$ cat config.mk
export PLATFORM = sky130hd
export DESIGN_NAME = conv_encoder_flat
export DESIGN_NICKNAME = d
export VERILOG_FILES = /design/src/rtl/viterbi_pkg.sv /design/src/rtl/conv_encoder_if.sv /design/src/rtl/conv_enc_core.sv /design/src/rtl/conv_encoder.sv /design/src/flat_wrapper.sv
export SDC_FILE = /design/constraint.sdc
export NUM_CORES = 1
export LEC_CHECK = 0
export ABC_AREA = 1
export BUFFER_PORTS_ARGS = -buffer_cell sky130_fd_sc_hd__buf_2
export CORE_UTILIZATION = 25
export DETAILED_ROUTE_END_ITERATION = 10
export REMOVE_ABC_BUFFERS = 1
export SLEW_MARGIN = 25
export SYNTH_ARGS = -nofsm -noshare
export SYNTH_HDL_FRONTEND = slang
export SYNTH_SLANG_ARGS = --single-unit
$ cat constraint.sdc
create_clock -name i_clk -period 1.4 [get_ports i_clk]
set_input_delay 0.42 -clock i_clk [delete_from_list [all_inputs] [get_ports i_clk]]
set_output_delay 0.42 -clock i_clk [all_outputs]
set_load 0.05 [all_outputs]
$ cat src/rtl/viterbi_pkg.sv
// Constants and types shared by the convolutional encoder and the Viterbi decoder.
// G0/G1 bit K-1 taps the current input; bit 0 taps the oldest register bit.
package viterbi_pkg;
  localparam int K = 3;
  localparam logic [K-1:0] G0 = 3'b111;
  localparam logic [K-1:0] G1 = 3'b101;
  localparam int TCW = $clog2(K);

  typedef logic [1:0] sym_t;

  typedef enum logic [1:0] {
    IDLE = 2'd0,
    DATA = 2'd1,
    TAIL = 2'd2
  } enc_state_e;
endpackage

$ cat src/rtl/conv_encoder_if.sv
// Bit-in / symbol-out handshake bundle of the convolutional encoder.
interface conv_encoder_if;
  import viterbi_pkg::*;

  logic i_bit;
  logic i_valid;
  logic i_last;
  logic o_ready;
  sym_t o_sym;
  logic o_valid;
  logic o_last;
  logic i_ready;
  logic o_busy;

  modport slave (
    input  i_bit, i_valid, i_last, i_ready,
    output o_ready, o_sym, o_valid, o_last, o_busy
  );

  modport master (
    output i_bit, i_valid, i_last, i_ready,
    input  o_ready, o_sym, o_valid, o_last, o_busy
  );
endinterface

$ cat src/rtl/conv_enc_core.sv
// Combinational encoder step: parity of the tapped word and the shifted register.
module conv_enc_core
  import viterbi_pkg::*;
(
  input  logic         u,
  input  logic [K-2:0] sr,
  output sym_t         sym,
  output logic [K-2:0] sr_nxt
);
  logic [K-1:0] w;

  assign w      = {u, sr};
  assign sym    = {^(w & G0), ^(w & G1)};
  assign sr_nxt = {u, sr[K-2:1]};
endmodule

$ cat src/rtl/conv_encoder.sv
// Rate-1/2 K=3 convolutional encoder with registered symbol output and K-1 zero tail bits.
//   state | meaning
//   IDLE  | sr is zero, waiting for the first bit of a frame
//   DATA  | accepting information bits
//   TAIL  | input blocked, flushing K-1 zero bits so the trellis ends in state 0
module conv_encoder
  import viterbi_pkg::*;
(
  input  logic           i_clk,
  input  logic           i_rst,
  conv_encoder_if.slave  bus
);
  localparam logic [1:0] ST_IDLE = IDLE;
  localparam logic [1:0] ST_DATA = DATA;
  localparam logic [1:0] ST_TAIL = TAIL;

  logic [1:0]     state;
  logic [K-2:0]   sr;
  logic [K-2:0]   sr_nxt;
  logic [TCW-1:0] tail_cnt;
  sym_t           sym;
  sym_t           sym_q;
  logic           valid_q;
  logic           last_q;
  logic           u;
  logic           slot_free;
  logic           accept;
  logic           tail_step;

  assign slot_free   = !valid_q || bus.i_ready;
  assign bus.o_ready = (state != ST_TAIL) && slot_free && !i_rst;
  assign accept      = bus.i_valid && bus.o_ready;
  assign tail_step   = (state == ST_TAIL) && slot_free;
  assign u           = accept ? bus.i_bit : 1'b0;

  assign bus.o_sym   = sym_q;
  assign bus.o_valid = valid_q;
  assign bus.o_last  = last_q;
  assign bus.o_busy  = (state != ST_IDLE);

  conv_enc_core u_core (
    .u      (u),
    .sr     (sr),
    .sym    (sym),
    .sr_nxt (sr_nxt)
  );

  always_ff @(posedge i_clk) begin
    if (i_rst) begin
      state    <= ST_IDLE;
      sr       <= '0;
      tail_cnt <= '0;
      sym_q    <= '0;
      valid_q  <= 1'b0;
      last_q   <= 1'b0;
    end else if (accept) begin
      sym_q    <= sym;
      valid_q  <= 1'b1;
      last_q   <= 1'b0;
      sr       <= sr_nxt;
      tail_cnt <= '0;
      state    <= bus.i_last ? ST_TAIL : ST_DATA;
    end else if (tail_step) begin
      sym_q   <= sym;
      valid_q <= 1'b1;
      sr      <= sr_nxt;
      // Final tail bit shifts the last data bit out, leaving sr at zero.
      if (tail_cnt == TCW'(K - 2)) begin
        last_q   <= 1'b1;
        tail_cnt <= '0;
        state    <= ST_IDLE;
      end else begin
        last_q   <= 1'b0;
        tail_cnt <= tail_cnt + TCW'(1);
      end
    end else if (slot_free) begin
      valid_q <= 1'b0;
      last_q  <= 1'b0;
    end
  end
endmodule

$ cat src/flat_wrapper.sv
// flat-port wrapper written by rule: the top's interface ports become plain ports
module conv_encoder_flat import viterbi_pkg::*;
  (i_clk, i_rst, bus_i_bit, bus_i_valid, bus_i_last, bus_i_ready, bus_o_ready, bus_o_sym, bus_o_valid, bus_o_last, bus_o_busy);
  conv_encoder_if bus_i ();
  input  logic i_clk;
  input  logic i_rst;
  input wire logic [$bits(bus_i.i_bit)-1:0] bus_i_bit;
  input wire logic [$bits(bus_i.i_valid)-1:0] bus_i_valid;
  input wire logic [$bits(bus_i.i_last)-1:0] bus_i_last;
  input wire logic [$bits(bus_i.i_ready)-1:0] bus_i_ready;
  output wire logic [$bits(bus_i.o_ready)-1:0] bus_o_ready;
  output wire logic [$bits(bus_i.o_sym)-1:0] bus_o_sym;
  output wire logic [$bits(bus_i.o_valid)-1:0] bus_o_valid;
  output wire logic [$bits(bus_i.o_last)-1:0] bus_o_last;
  output wire logic [$bits(bus_i.o_busy)-1:0] bus_o_busy;
  assign bus_i.i_bit = bus_i_bit;
  assign bus_i.i_valid = bus_i_valid;
  assign bus_i.i_last = bus_i_last;
  assign bus_i.i_ready = bus_i_ready;
  assign bus_o_ready = bus_i.o_ready;
  assign bus_o_sym = bus_i.o_sym;
  assign bus_o_valid = bus_i.o_valid;
  assign bus_o_last = bus_i.o_last;
  assign bus_o_busy = bus_i.o_busy;
  conv_encoder u_core (.i_clk(i_clk), .i_rst(i_rst), .bus(bus_i));
endmodule
==> results of run 1 <==
-- per-layer routing --
layer | wire [µm] | vias up | track usage [%]
li1 | - | 259 | -
met1 | 433 | 219 | 12.4
met2 | 487 | 10 | 18.6
met3 | 55 | 0 | 5.95
met4 | 0 | 0 | 0
met5 | 0 | - | 0
-- kinds of logic after synthesis --
logic type      Yosys count  share of synthesized area [%]
compound gates            8                           8.90
xor+xnor                  1                           1.83
simple gates             32                           38.0
flops                    10                           41.9
buf+inv                  12                           9.42
-- per-stage QoR --
| stage | instance area, µm² | TNS, ns |
|---|---|---|
| final | 711 | -0.0861 |
| after global routing | 711 | -0.171 |
| after CTS | 689 | -0.132 |
| after detailed placement | 602 | -0.0682 |
| after global placement | 602 | -0.0686 |
| after floorplan | 478 | -0.671 |
-- layout make-up --
type                    instances  area (µm²)  share of cell area (%)
multi-input cells              41         240                    33.8
repair buffers                 21         153                    21.5
inverters                      12        45.0                    6.34
clock buffers                   4        36.3                    5.11
well taps                      25        31.3                    4.40
flip-flops and latches         10         205                    28.9
-- cells in the mapped netlist, drive strengths merged --
cell	number
nand3	7
o21ai	2
o22ai	1
nand3b	2
inv	12
nand4	2
xnor2	1
nor2	5
nand2	13
a31oi	1
a21oi	4
dfxtp	10
nor3	2
or2	1
-- worst paths after layout --
path / from / to / slack, ns / cells after the start
min reg2reg: u_core.tail_cnt[1] / u_core.tail_cnt[1] / 0.45 / 2
max: u_core.state[0] / bus_o_ready / -0.05 / 5
max reg2reg: u_core.state[0] / u_core.bus.o_sym[0] / 0.19 / 11
min: i_rst / u_core.sr[0] / 0.39 / 2
-- repair_timing --
action / in CTS / in global routing
setup buffers: 3 / 2
resized for setup: 11 / 2
pin swaps: 3 / 3
setup endpoints to repair: 2 / 3
-- power by group --
| group | switching (mW) | internal (mW) |
|---|---|---|
| sequential | 0.0118 | 0.302 |
| combinational | 0.128 | 0.0898 |
| clock | 0.104 | 0.158 |
-- sequential cells by signal, indices dropped and copies added, names as in the netlist --
register / flops
u_core.bus.o_last: 1
u_core.tail_cnt: 2
u_core.state: 2
u_core.sr: 2
u_core.bus.o_sym: 2
u_core.bus.o_valid: 1
==> results.yml, run 1 <==
outcome:
  outcome: "complete, but fails checks"
  violations: "negative setup slack"
cts:
  holdBufCountCts: 0
  cts.path.max_buffers: 2
  htreeDepth: 1
  cts.root.buffer_cell: "clkbuf_4"
  numClockSinks: 10
  cts-buffers-inserted: 3
  clk_pin_slew_ns: 0.07
  cts_tree: "yes"
  clk_latency_ns: 0.27
sta:
  hold_slack_ns: 0.385
  timing.final.hold_violations: 0
  skew_ns: 0.00294
  rsz0062_at_grt: "yes"
  layout_setup_ws_ns: -0.0507
  tightest_slew_ns: 0.250
  timing.fmax_mhz: 689
  setup_viol: 2
  post-route-period-util_pct: 104
  slew_headroom_pct: 83.5
  fin_crit_ns: 1.45
  maxSlewViolCount: 0
placement:
  post-place-ws_ns: -0.0682
  dp.cells: 104
  portBuffers: 11
  routabilityCongestion: 0.789
  post-dp-hpwl_um: 727
yosys:
  synth_top_area_cell: "dfxtp_1"
  synth.area.top_cells: "dfxtp_1, inv_1, nand2_1"
  ys_warn_count: 0
  ys_seq_area_share_pct: 41.9
  synth.distinct_cells: 19
  syn_avg_cell_area_um2: 7.59
  synth_top_area_share_pct: 41.9
  synth_seq_cells: 10
  syn_area_um2: 478
  syn_inst: 63
power_and_ir_drop:
  ir_drop_mv: 0.622
  p_leak_nw: 0.343
  p_per_area_nw_per_um2: 1120
  p_total_mw: 0.793
finish:
  final_cells: 113
  syn2layout_area_growth_pct: 48.7
  final_cell_mix: "inv_1, nand2_1, buf_4"
  final_layout_size_suffix_gt1_share_pct: 39.8
  post-route-util_pct: 40.3
  mostFrequentLayoutCell: "inv_1"
  diodes: 0
  finalNetCount: 95
  n_fill_cell: 198
floorplanning:
  dieHeight_um: 45.7
  die_w_um: 45.7
  start_util_pct: 27.1
  core_um2: 1760
  fp.dieArea_um2: 2090
  std_cell_rows: 15
  io_pins: 12
setup_path:
  start_kind: "register"
  critical_path.most_common_cell: "nand2_2"
  required_ns: 0.98
  end_kind: "primary output"
  cpPeakStageDelay_ns: 0.34
  critPathMaxFanout: 2
  path_buf_inv: 2
  arrival_ns: 1.03
  path_class: "reg -> out"
  crit_slowest_cell: "dfxtp_2"
  cp_top_family: "flip-flops"
  worstPathCellList: "inv_2, nand2_2, nand2_2, nor2_4, buf_8"
drt:
  ant_nets: 0
  wl_um: 976
  via_count: 488
  first_pass_iters: 4
  viasPerCell: 4.32
  wl_per_cell_um: 8.64
  drc_errors: 0
  dr.first_iter.drc_count: 7
global_routing:
  grt_pass1_vias: 428
  grt_pass1_wl_mm: 1.62
  grt_overflow: 0
  antenna_found_initial: 0
  grt_max_degree: 11
  grt_use_total_pct: 10.8
job:
  max-cap-violations: 0
worst_hold_path:
  min_path_type: "in -> reg"
Power figures use the tool's default switching activity.
==> run 2: changes to the inputs <==
Settings changed: CTS_BUF_LIST from default to sky130_fd_sc_hd__clkbuf_4.
==> run 2 against run 1 <==
Against the previous run:
- the flow still finishes with violations (negative setup slack)
- final cell count unchanged
- critical path depth did not move
- worst hold slack improved by 0.0032 ns
- wire length did not move
- global-route usage is the same
- utilization shrank 0.57 points
- setup slack about the same
- design area decreased by 1.4%
- register-to-register slack hardly changed
- total power decreased by 7.2%
- fmax hardly changed
==> results.yml, run 2 (same netlist as run 1, synthesis figures left out) <==
drt:
  via_count: 487
  dr.first_iter.drc_count: 7
  viasPerCell: 4.31
  wl_per_cell_um: 8.64
  ant_nets: 0
  drc_errors: 0
  wl_um: 976
  first_pass_iters: 4
setup_path:
  arrival_ns: 1.03
  path_class: "reg -> out"
  cp_top_family: "flip-flops"
  start_kind: "register"
  end_kind: "primary output"
  r2r_start: "u_core.state[0]"
  worstPathCellList: "inv_2, nand2_2, nand2_2, nor2_4, buf_8"
  crit_start: "u_core.state[0]"
  required_ns: 0.98
  rr_worst_depth: 11
  r2r_slack_ns: 0.19
  crit_end: "bus_o_ready"
  cpPeakStageDelay_ns: 0.34
  critical_path.most_common_cell: "nand2_2"
  r2r-end: "u_core.bus.o_sym[0]"
  critPathMaxFanout: 2
  cp_num_cells: 5
  crit_slowest_cell: "dfxtp_2"
  path_buf_inv: 2
global_routing:
  grt_use_total_pct: 10.8
  grt_pass1_vias: 424
  antenna_found_initial: 0
  grt_max_degree: 11
  grt_overflow: 0
  grt_pass1_wl_mm: 1.61
finish:
  final_cell_mix: "inv_1, nand2_1, buf_4"
  diodes: 0
  syn2layout_area_growth_pct: 46.6
  multi_input_comb_area_um2: 240
  final_layout_size_suffix_gt1_share_pct: 38.6
  n_fill_cell: 199
  finalNetCount: 95
  mostFrequentLayoutCell: "inv_1"
  seq_area_um2: 205
  post-route-util_pct: 39.7
cts:
  cts-buffers-inserted: 3
  clk_pin_slew_ns: 0.07
  cts.path.max_buffers: 2
  numClockSinks: 10
  clk_latency_ns: 0.27
  htreeDepth: 1
  cts.root.buffer_cell: "clkbuf_4"
  cts_tree: "yes"
job:
  max-cap-violations: 0
placement:
  post-dp-hpwl_um: 727
  routabilityCongestion: 0.789
  portBuffers: 11
floorplanning:
  die_w_um: 45.7
  core_um2: 1760
  io_pins: 12
  std_cell_rows: 15
  start_util_pct: 27.1
  fp.dieArea_um2: 2090
  dieHeight_um: 45.7
sta:
  rsz0062_at_grt: "yes"
  tightest_slew_ns: 0.250
  hold_slack_ns: 0.388
  maxSlewViolCount: 0
  fin_crit_ns: 1.45
  timing.fmax_mhz: 689
  timing.final.hold_violations: 0
  layout_setup_ws_ns: -0.0509
  post-route-period-util_pct: 104
  slew_headroom_pct: 83.5
  skew_ns: 0.00518
  setup_viol: 2
power_and_ir_drop:
  ir_drop_mv: 0.612
  p_leak_nw: 0.338
  p_per_area_nw_per_um2: 1050
  p_total_mw: 0.736
worst_hold_path:
  min_path_cells: 2
  min_path_type: "in -> reg"
outcome:
  outcome: "complete, but fails checks"
  violations: "negative setup slack"
## run 2: per-stage QoR
stage	area [µm²]	instances	setup slack (ns)	setup TNS [ns]
floorplan	478	63	-0.285	-0.671
global placement	602	104	-0.0686	-0.0686
detailed placement	602	104	-0.0682	-0.0682
CTS	679	111	-0.0846	-0.129
global route	701	113	-0.104	-0.169
finish	701	113	-0.0509	-0.0830
## run 2: cell type report
type                       count  area share (%)
clock buffer                   3            3.21
clock inverter                 1           0.536
inverter                      12            6.43
multi-input combinational     41            34.3
sequential                    10            29.3
tap                           25            4.46
timing repair buffer          21            21.8
## run 2: what timing repair did
item,CTS,global route
hold buffers,0,0
endpoints found under the setup margin,2,3
gates resized for setup,11,2
buffers inserted,3,2
pin swaps,3,3
## run 2: where the power goes
group	internal, mW	switching (mW)	leakage, nW
registers	0.302	0.0118	0.0828
logic	0.0898	0.128	0.240
clock network	0.103	0.102	0.0154
total	0.495	0.241	0.338
## run 2: worst min-delay path by stage
| stage | startpoint | to | slack, ns |
|---|---|---|---|
| floorplan | u_core.tail_cnt[1] | u_core.tail_cnt[1] | 0.42 |
| global placement | u_core.tail_cnt[1] | u_core.tail_cnt[1] | 0.44 |
| detailed placement | u_core.tail_cnt[1] | u_core.tail_cnt[1] | 0.44 |
| CTS | i_rst | u_core.sr[0] | 0.38 |
| global route | i_rst | u_core.sr[0] | 0.39 |
| finish | i_rst | u_core.sr[0] | 0.39 |
## run 2: per-layer routing
layer	GRT usage (%)	wire length, µm	vias to the layer above
li1	-	-	259
met1	12.4	434	218
met3	5.95	55	0
met2	18.6	487	10
met5	0	0	-
met4	0	0	0
## run 2: worst reg2reg max path, cell delays in order, from the launching register on
cell,delay (ns)
dfxtp_2,0.34
inv_2,0.04
nand2_2,0.06
nand2_2,0.07
nor2_4,0.11
buf_4,0.12
buf_4,0.10
nand3_1,0.08
nand2_1,0.07
nand3_1,0.06
nand2_1,0.06
inv_1,0.03
